--- src/rtl/uart_pkg.sv ---
// Shared UART constants: receiver state encoding and the "Hello World!\n" reference line
// used by both the sender and the receive-side line checker.
package uart_pkg;

  typedef enum logic [2:0] {
    StIdle,
    StStart,
    StData,
    StStop,
    StWaitHigh
  } rx_state_e;

  localparam int unsigned HELLO_LEN = 13;
  localparam logic [8*HELLO_LEN-1:0] HELLO_STR = "Hello World!\n";
  localparam logic [7:0] ASCII_LF = 8'h0A;

  // Character idx of HELLO_STR; the string literal packs its first character in the top byte.
  function automatic logic [7:0] hello_char(input logic [3:0] idx);
    return HELLO_STR[8*(int'(HELLO_LEN) - 1 - int'(idx)) +: 8];
  endfunction

endpackage

--- src/rtl/uart_rx.sv ---
// 8N1 UART receiver: 2-flop synchroniser, baud counter and receive FSM.
// Optional build macro: UART_RX_MAJORITY_EN (2-of-3 majority vote per sample).
// Ports:
//   clk        system clock
//   rst        asynchronous active-high reset
//   rx         UART line, idle high, asynchronous to clk
//   rx_data    last good byte, held until the next one
//   rx_valid   one-cycle strobe, rx_data is new
//   frame_err  one-cycle strobe, stop bit sampled low
module uart_rx
  import uart_pkg::*;
#(
  parameter int unsigned FREQ_CLKIN = 100_000_000,
  parameter int unsigned BAUD_RATE  = 9600
) (
  input  logic       clk,
  input  logic       rst,
  input  logic       rx,
  output logic [7:0] rx_data,
  output logic       rx_valid,
  output logic       frame_err
);

  localparam int unsigned DIV = FREQ_CLKIN / BAUD_RATE;
  localparam int unsigned CW  = $clog2(DIV);
  localparam logic [CW-1:0] CNT_HALF = CW'(DIV / 2 - 1);
  localparam logic [CW-1:0] CNT_FULL = CW'(DIV - 1);

  logic [1:0]    sync_q;
  logic          rxs;
  logic          rxs_prev_q;
  logic          sample;
  rx_state_e     state_q, state_d;
  logic [CW-1:0] cnt_q, cnt_d;
  logic [2:0]    bit_q, bit_d;
  logic [7:0]    shift_q, shift_d;
  logic [7:0]    data_q, data_d;
  logic          valid_q, valid_d;
  logic          ferr_q, ferr_d;

  assign rxs = sync_q[1];

`ifdef UART_RX_MAJORITY_EN
  // rxs_prev_q, rxs and sync_q[0] hold the line one cycle before, at and one cycle after the
  // nominal sample point, so the vote resolves in the same cycle as a single sample would.
  assign sample = (rxs_prev_q & rxs) | (rxs_prev_q & sync_q[0]) | (rxs & sync_q[0]);
`else
  assign sample = rxs;
`endif

  always_ff @(posedge clk or posedge rst) begin
    if (rst) begin
      sync_q     <= 2'b11;
      rxs_prev_q <= 1'b1;
      state_q    <= StIdle;
      cnt_q      <= '0;
      bit_q      <= '0;
      shift_q    <= '0;
      data_q     <= '0;
      valid_q    <= 1'b0;
      ferr_q     <= 1'b0;
    end else begin
      sync_q     <= {sync_q[0], rx};
      rxs_prev_q <= rxs;
      state_q    <= state_d;
      cnt_q      <= cnt_d;
      bit_q      <= bit_d;
      shift_q    <= shift_d;
      data_q     <= data_d;
      valid_q    <= valid_d;
      ferr_q     <= ferr_d;
    end
  end

  always_comb begin
    state_d = state_q;
    cnt_d   = cnt_q;
    bit_d   = bit_q;
    shift_d = shift_q;
    data_d  = data_q;
    valid_d = 1'b0;
    ferr_d  = 1'b0;
    unique case (state_q)
      StIdle: begin
        if (rxs_prev_q && !rxs) begin
          state_d = StStart;
          cnt_d   = '0;
        end
      end
      StStart: begin
        if (cnt_q == CNT_HALF) begin
          cnt_d   = '0;
          bit_d   = '0;
          // A start bit that is already high again at mid-bit is a glitch.
          state_d = sample ? StIdle : StData;
        end else begin
          cnt_d = cnt_q + CW'(1);
        end
      end
      StData: begin
        if (cnt_q == CNT_FULL) begin
          cnt_d   = '0;
          shift_d = {sample, shift_q[7:1]};
          if (bit_q == 3'd7) begin
            state_d = StStop;
          end else begin
            bit_d = bit_q + 3'd1;
          end
        end else begin
          cnt_d = cnt_q + CW'(1);
        end
      end
      StStop: begin
        if (cnt_q == CNT_FULL) begin
          cnt_d = '0;
          if (sample) begin
            data_d  = shift_q;
            valid_d = 1'b1;
            state_d = StIdle;
          end else begin
            ferr_d  = 1'b1;
            state_d = StWaitHigh;
          end
        end else begin
          cnt_d = cnt_q + CW'(1);
        end
      end
      StWaitHigh: begin
        // Hold off until the line recovers so a long break reports only once.
        if (rxs) begin
          state_d = StIdle;
        end
      end
      default: state_d = StIdle;
    endcase
  end

  assign rx_data   = data_q;
  assign rx_valid  = valid_q;
  assign frame_err = ferr_q;

endmodule

--- src/rtl/uart_hello_rx.sv ---
// Receive side of the "Hello World!\n" UART link: deserialises bytes and checks each
// newline-terminated line against HELLO_STR, counting exact matches.
// Optional build macro (in uart_rx): UART_RX_MAJORITY_EN.
// Ports:
//   clk          system clock
//   rst          asynchronous active-high reset
//   rx           UART line, idle high
//   rx_debug     copy of rx for a logic analyser
//   rx_data      last received byte
//   rx_valid     one-cycle strobe, rx_data is new
//   frame_err    one-cycle strobe, stop bit sampled low
//   line_ok      one-cycle strobe, line matched exactly
//   line_bad     one-cycle strobe, line ended without matching
//   match_count  number of line_ok events, saturating at 0xFFFF
module uart_hello_rx
  import uart_pkg::*;
#(
  parameter int unsigned FREQ_CLKIN = 100_000_000,
  parameter int unsigned BAUD_RATE  = 9600
) (
  input  logic        clk,
  input  logic        rst,
  input  logic        rx,
  output logic        rx_debug,
  output logic [7:0]  rx_data,
  output logic        rx_valid,
  output logic        frame_err,
  output logic        line_ok,
  output logic        line_bad,
  output logic [15:0] match_count
);

  logic [3:0]  idx_q, idx_d;
  logic        mism_q, mism_d;
  logic        ok_q, ok_d;
  logic        bad_q, bad_d;
  logic [15:0] count_q, count_d;

  assign rx_debug = rx;

  uart_rx #(
    .FREQ_CLKIN (FREQ_CLKIN),
    .BAUD_RATE  (BAUD_RATE)
  ) u_uart_rx (
    .clk       (clk),
    .rst       (rst),
    .rx        (rx),
    .rx_data   (rx_data),
    .rx_valid  (rx_valid),
    .frame_err (frame_err)
  );

  always_ff @(posedge clk or posedge rst) begin
    if (rst) begin
      idx_q   <= '0;
      mism_q  <= 1'b0;
      ok_q    <= 1'b0;
      bad_q   <= 1'b0;
      count_q <= '0;
    end else begin
      idx_q   <= idx_d;
      mism_q  <= mism_d;
      ok_q    <= ok_d;
      bad_q   <= bad_d;
      count_q <= count_d;
    end
  end

  always_comb begin
    idx_d   = idx_q;
    mism_d  = mism_q;
    ok_d    = 1'b0;
    bad_d   = 1'b0;
    count_d = count_q;
    if (frame_err) begin
      // A lost byte poisons the rest of the line.
      mism_d = 1'b1;
    end else if (rx_valid) begin
      if (rx_data == ASCII_LF) begin
        if (!mism_q && idx_q == 4'(HELLO_LEN - 1)) begin
          ok_d = 1'b1;
          if (count_q != 16'hFFFF) begin
            count_d = count_q + 16'd1;
          end
        end else begin
          bad_d = 1'b1;
        end
        idx_d  = '0;
        mism_d = 1'b0;
      end else if (idx_q < 4'(HELLO_LEN - 1) && rx_data == hello_char(idx_q)) begin
        idx_d = idx_q + 4'd1;
      end else begin
        // Wrong character or line too long; idx holds so it cannot run past the string.
        mism_d = 1'b1;
      end
    end
  end

  assign line_ok     = ok_q;
  assign line_bad    = bad_q;
  assign match_count = count_q;

endmodule

--- config.mk ---
export PLATFORM = sky130hd
export DESIGN_NAME = uart_hello_rx
export DESIGN_NICKNAME = d
export VERILOG_FILES = /design/src/rtl/uart_pkg.sv /design/src/rtl/uart_rx.sv /design/src/rtl/uart_hello_rx.sv
export SDC_FILE = /design/constraint.sdc
export NUM_CORES = 1
export LEC_CHECK = 0
export CAP_MARGIN = 30
export CORE_MARGIN = 3
export CORE_UTILIZATION = 55
export CTS_CLUSTER_SIZE = 25
export DETAILED_ROUTE_END_ITERATION = 8
export PLACE_DENSITY = 0.85
export SETUP_SLACK_MARGIN = 0.2
export SLEW_MARGIN = 25
export SYNTH_ARGS = -nofsm -noshare
export SYNTH_HDL_FRONTEND = slang
export SYNTH_HIERARCHICAL = 1
export SYNTH_SLANG_ARGS = --single-unit
export TNS_END_PERCENT = 10
--- constraint.sdc ---
create_clock -name clk -period 8.45 [get_ports clk]
set_input_delay 1.69 -clock clk [delete_from_list [all_inputs] [get_ports clk]]
set_output_delay 1.69 -clock clk [all_outputs]
set_load 0.05 [all_outputs]
# ---- Yosys cells after proc, flatten, opt, wreduce, memory -nomap -nowiden
# Cells that the tools add are included.
dict set report word_totals {
  output_inout_bits 29
  wordCells 97
  inputBits 3
  reg_bits 64
}
dict set report op_classes {
  shifts 1
  bitwise_logic 1
  reduce_logical 19
  order_cmp 1
  n_addsub 5
  mux 37
  n_eq_ne 19
}
# cell count
set op_table {}
lappend op_table {{$shiftx A104 B8 Y8 const A} 1}
lappend op_table {{$mux W14} 3}
lappend op_table {{$pmux W14 S3} 1}
lappend op_table {{$mux W3} 10}
lappend op_table {{$mux W1} 18}
lappend op_table {{$add A16 B1 Y16 const B} 1}
lappend op_table {{$ne A16 B16 Y1 const B} 1}
lappend op_table {{$pmux W3 S5} 1}
lappend op_table {{$add A14 B1 Y14 const B} 1}
lappend op_table {{$eq A14 B13 Y1 const B} 1}
lappend op_table {{$eq A14 B14 Y1 const B} 1}
lappend op_table {{$ne A2 B1 Y1 const B} 6}
lappend op_table {{$eq A8 B4 Y1 const B} 1}
lappend op_table {{$eq A8 B8 Y1} 1}
lappend op_table {{$mux W4} 2}
lappend op_table {{$eq A3 B2 Y1 const B} 2}
lappend op_table {{$eq A3 B3 Y1 const B} 2}
lappend op_table {{$pmux W3 S2} 1}
lappend op_table {{$reduce_and A2 Y1} 3}
lappend op_table {{$reduce_and A3 Y1} 2}
lappend op_table {{$reduce_and A6 Y1} 1}
lappend op_table {{$reduce_bool A2 Y1} 3}
lappend op_table {{$reduce_and A5 Y1} 1}
lappend op_table {{$sub A4 B4 Y5 const A} 1}
lappend op_table {{other kinds (15)} 18}

# ---- Longest topological paths before layout
dict set report logic_depth {
  word_depth 8
  ltp_mapped 12
  ltp_nobuf 9
}

# ---- Cells and area by module
# Netlist, hierarchy kept.
# module area_per_inst_um2 seq_area_each_um2 cells_each instances
set by_module_without_submodules {}
lappend by_module_without_submodules {uart_rx 1914.3 1029.7 162 1}
lappend by_module_without_submodules {uart_hello_rx 1869.3 575.6 217 1}

# ---- Least setup slack after synthesis
# No wires, ideal clock.
dict set report synth_timing {
  kind {in2out}
  from {input port rx}
  to {output port rx_debug}
  setup_slack_ns 4.900
  t_required_ns 6.760
  path_stages 1
  path_buffers 1
  arrival_ns 1.860
  path_cell_list {buf_4}
}
# item line
set synth_rtl {}
lappend synth_rtl {{from (decl)} uart_hello_rx.sv:23} ;# input logic rx,
lappend synth_rtl {{to (decl)} uart_hello_rx.sv:24} ;# output logic rx_debug,
# No word-level cell between the ends.

# ---- Final worst setup path
dict set report layout_timing {
  from {input port rx}
  to {output port rx_debug}
}
# No word-level cell between the ends.

==> flow_metrics.env <==
export IMPL_critPathKind="in -> out"
export IMPL_slew_violations=0
export IMPL_leakage_nw=1.907
export IMPL_place_congestion=0.9083
export IMPL_hold_violations=0
export IMPL_yosys_warnings=6
export IMPL_grt_util_met2_pct=35.90
export IMPL_area_growth_pct=13.69
export IMPL_finalInstanceArea_mm2=0.004302
export IMPL_nets=414
export IMPL_rr_startpoint="idx_q[0]"
export IMPL_grt_overflow=0
export IMPL_die_w_um=88.94
export IMPL_wl_um=7875
export IMPL_h_tree_depth=3
export IMPL_antenna_found_initial=0
export IMPL_setup_viol=0
export IMPL_core_mm2=0.006495
export IMPL_fp_dieH_um=88.94
export IMPL_tightest_slew_ps=923.2
export IMPL_cap_violations=0
export IMPL_ys_flop_type="dfrtp_1"
export IMPL_syn_num_nets=389
export IMPL_grtUsageTotal_pct=21.03
export IMPL_cts_resized=0
export IMPL_arrival_ps=2970
export IMPL_first_global_vias=2851
export IMPL_worst_path_largest_cell_delay_ps=800
export IMPL_timing_reg2reg_setup_slack_ps=4640
export IMPL_clk_pin_slew_ps=60
export IMPL_period_needed_ps=4658
export IMPL_routed_via_density=6.136
export IMPL_tns_ps=0
export IMPL_cp_required_ps=6760
export IMPL_finClkSkew_ps=8.740
export IMPL_fin_crit_sh_pct=55.13
export IMPL_synthAdderAreaFrac_pct=2.315
export IMPL_post_cts_buffers=0
export IMPL_rsz0062_at_grt="no"
export IMPL_port_buffers=31
export IMPL_grt_first_pass_wirelength_um=13100
export IMPL_synth_cell_types=73
export IMPL_synth_xor_area_share_pct=5.093
export IMPL_synthSimpleGateAreaFrac_pct=24.04
export IMPL_holdBufCountCts=0
export IMPL_crit_top_cell="clkdlybuf4s50_1"
export IMPL_timing_critical_path_buf_inv=2
export IMPL_clock_latency_ps=340
export IMPL_pin_count=32
export IMPL_diodes=0
export IMPL_clock_sinks=64
export IMPL_start_util_pct=58.25
export IMPL_holdPathStages=0
export IMPL_cp_start_kind="input port"
export IMPL_max_freq_ghz=0.2147
export IMPL_use_met3_pct=4.793
export IMPL_power_total_uw=610.8
export IMPL_ant_nets=0
export IMPL_path_delay_family="buffers and inverters"
export IMPL_cts_buffer_depth=2
export IMPL_wire_per_inst_um=16.20
export IMPL_r2r_end="idx_q[2]"
export IMPL_status="finished clean"
export IMPL_num_rows=29
export IMPL_avgSynthCellArea_um2=9.983
export IMPL_clock_root_buffer="clkbuf_8"
export IMPL_first_iter_violations=149
export IMPL_grt_busiest_layer="met2"
export IMPL_synth_top_family_by_area="simple AND/OR/NAND/NOR gates"
export IMPL_cts_tree="yes"
export IMPL_holdCritPathClass="reg -> reg"
export IMPL_cts_buffers_inserted=9
export IMPL_critPathSlowestCell="clkdlybuf4s50_1"
export IMPL_fill_cells=483
export IMPL_async_flop_share_pct=100.0
export IMPL_grt_max_degree=42
export IMPL_use_met1_pct=26.77
export IMPL_irDropWorstVdd_uv=166.2
export IMPL_worstHoldEndpoint="u_uart_rx/sync_q[1]"
export IMPL_dpl_hpwl_um=5432
export IMPL_power_density_mw_per_mm2=142.0
export IMPL_cp_cell_sequence="clkdlybuf4s50_1 -> clkdlybuf4s50_1"
export IMPL_synth_edf_count=0
export IMPL_place_area_mm2=0.004089
export IMPL_vias=2982
export IMPL_drive_gt1_share_pct=11.00
export IMPL_dr_pass1_iters=4
export IMPL_slew_headroom_pct=38.45
export IMPL_syn_inst=379
export IMPL_synth_area_mm2=0.003784
export IMPL_min_delay_start="u_uart_rx/sync_q[0]"
export IMPL_crit_path_max_fanout=2
export IMPL_final_util_pct=66.23
export IMPL_seq_area_frac_synth_pct=42.43
export IMPL_synth_seq_cells=64
export IMPL_synth_mux_area_share_pct=6.118
export IMPL_r2r_cells=9
export IMPL_setup_worst_path_end_class="primary output"
export IMPL_drc=0
export IMPL_synth_compound_area_share_pct=15.94
export IMPL_dieArea_mm2=0.007910
-- per-layer routing --
layer	part of all wire [%]	up-vias
met5	0	-
met4	1.1	0
met3	3.8	10
met2	51	62
met1	44	1467
li1	-	1443
-- power by group --
group / switching, mW / leakage [nW] / internal (mW)
Combinational: 0.0213 / 0.928 / 0.0120
Sequential: 0.00770 / 0.880 / 0.313
Clock: 0.113 / 0.0993 / 0.144
-- layout by cell type (no fill, tap or decap), types with 3 or more instances in the layout --
cell	n
a21o_1	6
a21oi_1	12
a22o_1	7
a31oi_1	7
and2_1	5
and3_1	7
and4_1	3
clkbuf_8	10
clkdlybuf4s50_1	31
dfrtp_1	61
dfstp_2	3
ha_1	7
inv_1	12
mux2_1	4
mux2_2	13
mux2i_1	4
nand2_1	31
nand2b_1	9
nand3_1	16
nand3b_1	3
nand4_1	8
nor2_1	15
nor2b_1	10
nor3_1	6
nor3b_1	3
nor4_1	9
nor4bb_1	3
o21a_1	3
o21ai_0	16
o22ai_1	3
o31ai_1	3
or3_1	5
xnor2_1	9
xor2_1	13
-- cells in the mapped netlist, types with 3 or more instances --
library cell,number,share of area (%)
clkbuf_1,4,0.40
or3_1,5,0.83
dfrtp_1,61,40
buf_4,3,0.60
o21a_1,3,0.60
inv_1,12,1.2
nand2_1,31,3.1
nor3b_1,3,0.60
xor2_1,13,3.0
nor2b_1,10,1.7
a22o_1,7,1.6
nand2b_1,9,1.5
dfstp_2,3,2.1
and4_1,3,0.69
mux2i_1,4,1.1
a21o_1,6,1.2
a21oi_1,12,1.6
mux2_2,13,3.9
nand4_1,8,1.3
and3_1,7,1.2
o22ai_1,3,0.50
nor3_1,6,0.79
xnor2_1,9,2.1
nor4_1,9,1.5
a31oi_1,7,1.2
ha_1,7,2.3
nand3b_1,3,0.60
and2_1,5,0.83
nor2_1,15,1.5
nand3_1,16,2.1
nor4bb_1,3,0.79
buf_2,9,1.2
o21ai_0,16,2.1
mux2_1,4,1.2
o31ai_1,3,0.60
-- logic make-up (layout without fill, tap and decap cells) --
| family | Yosys count | in the layout |
|---|---|---|
| AO/OA/AOI/OAI | 83 | 83 |
| multiplexers | 21 | 21 |
| buffers and inverters | 31 | 61 |
| flip-flops | 64 | 64 |
| XOR/XNOR | 22 | 22 |
| adder cells (fa/ha/maj) | 7 | 7 |
| AND/OR/NAND/NOR | 151 | 151 |
-- stage by stage --
stage / setup WS [ps] / hold WS [ps] / cells
after floorplan: 4900 / 345.2 / 379
after global placement: 3791 / 346.6 / 469
after detailed placement: 3791 / 349.4 / 469
after CTS: 3783 / 359.7 / 485
after global routing: 3761 / 366.3 / 486
final: 3792 / 357.3 / 486
-- flip-flops by register name, summed over array words and instances, names as in the netlist --
signal / cells
u_uart_rx/frame_err: 1
u_uart_rx/sync_q: 2
line_ok: 1
mism_q: 1
u_uart_rx/bit_q: 3
u_uart_rx/rxs_prev_q: 1
u_uart_rx/shift_q: 8
u_uart_rx/cnt_q: 14
u_uart_rx/state_q: 3
line_bad: 1
u_uart_rx/rx_valid: 1
match_count: 16
idx_q: 4
u_uart_rx/rx_data: 8
-- worst max-delay path by stage --
stage | cells past startpoint | startpoint | slack, ps | endpoint
2_1_floorplan | 1 | rx | 4900 | rx_debug
3_3_place_gp | 2 | rx | 3790 | rx_debug
3_5_place_dp | 2 | rx | 3790 | rx_debug
4_1_cts | 2 | rx | 3780 | rx_debug
5_1_grt | 2 | rx | 3760 | rx_debug
6_report | 2 | rx | 3790 | rx_debug
-- cell type report --
| type | instances | area (µm²) | area share, % |
|---|---|---|---|
| clock inverters | 5 | 56.30 | 1.309 |
| repair buffers | 33 | 332.8 | 7.737 |
| clock buffers | 11 | 141.4 | 3.287 |
| multi-input cells | 284 | 2024 | 47.06 |
| flip-flops and latches | 64 | 1605 | 37.32 |
| well taps | 77 | 96.34 | 2.240 |
| inverters | 12 | 45.04 | 1.047 |
No activity file was read; power rests on OpenSTA's default activity.
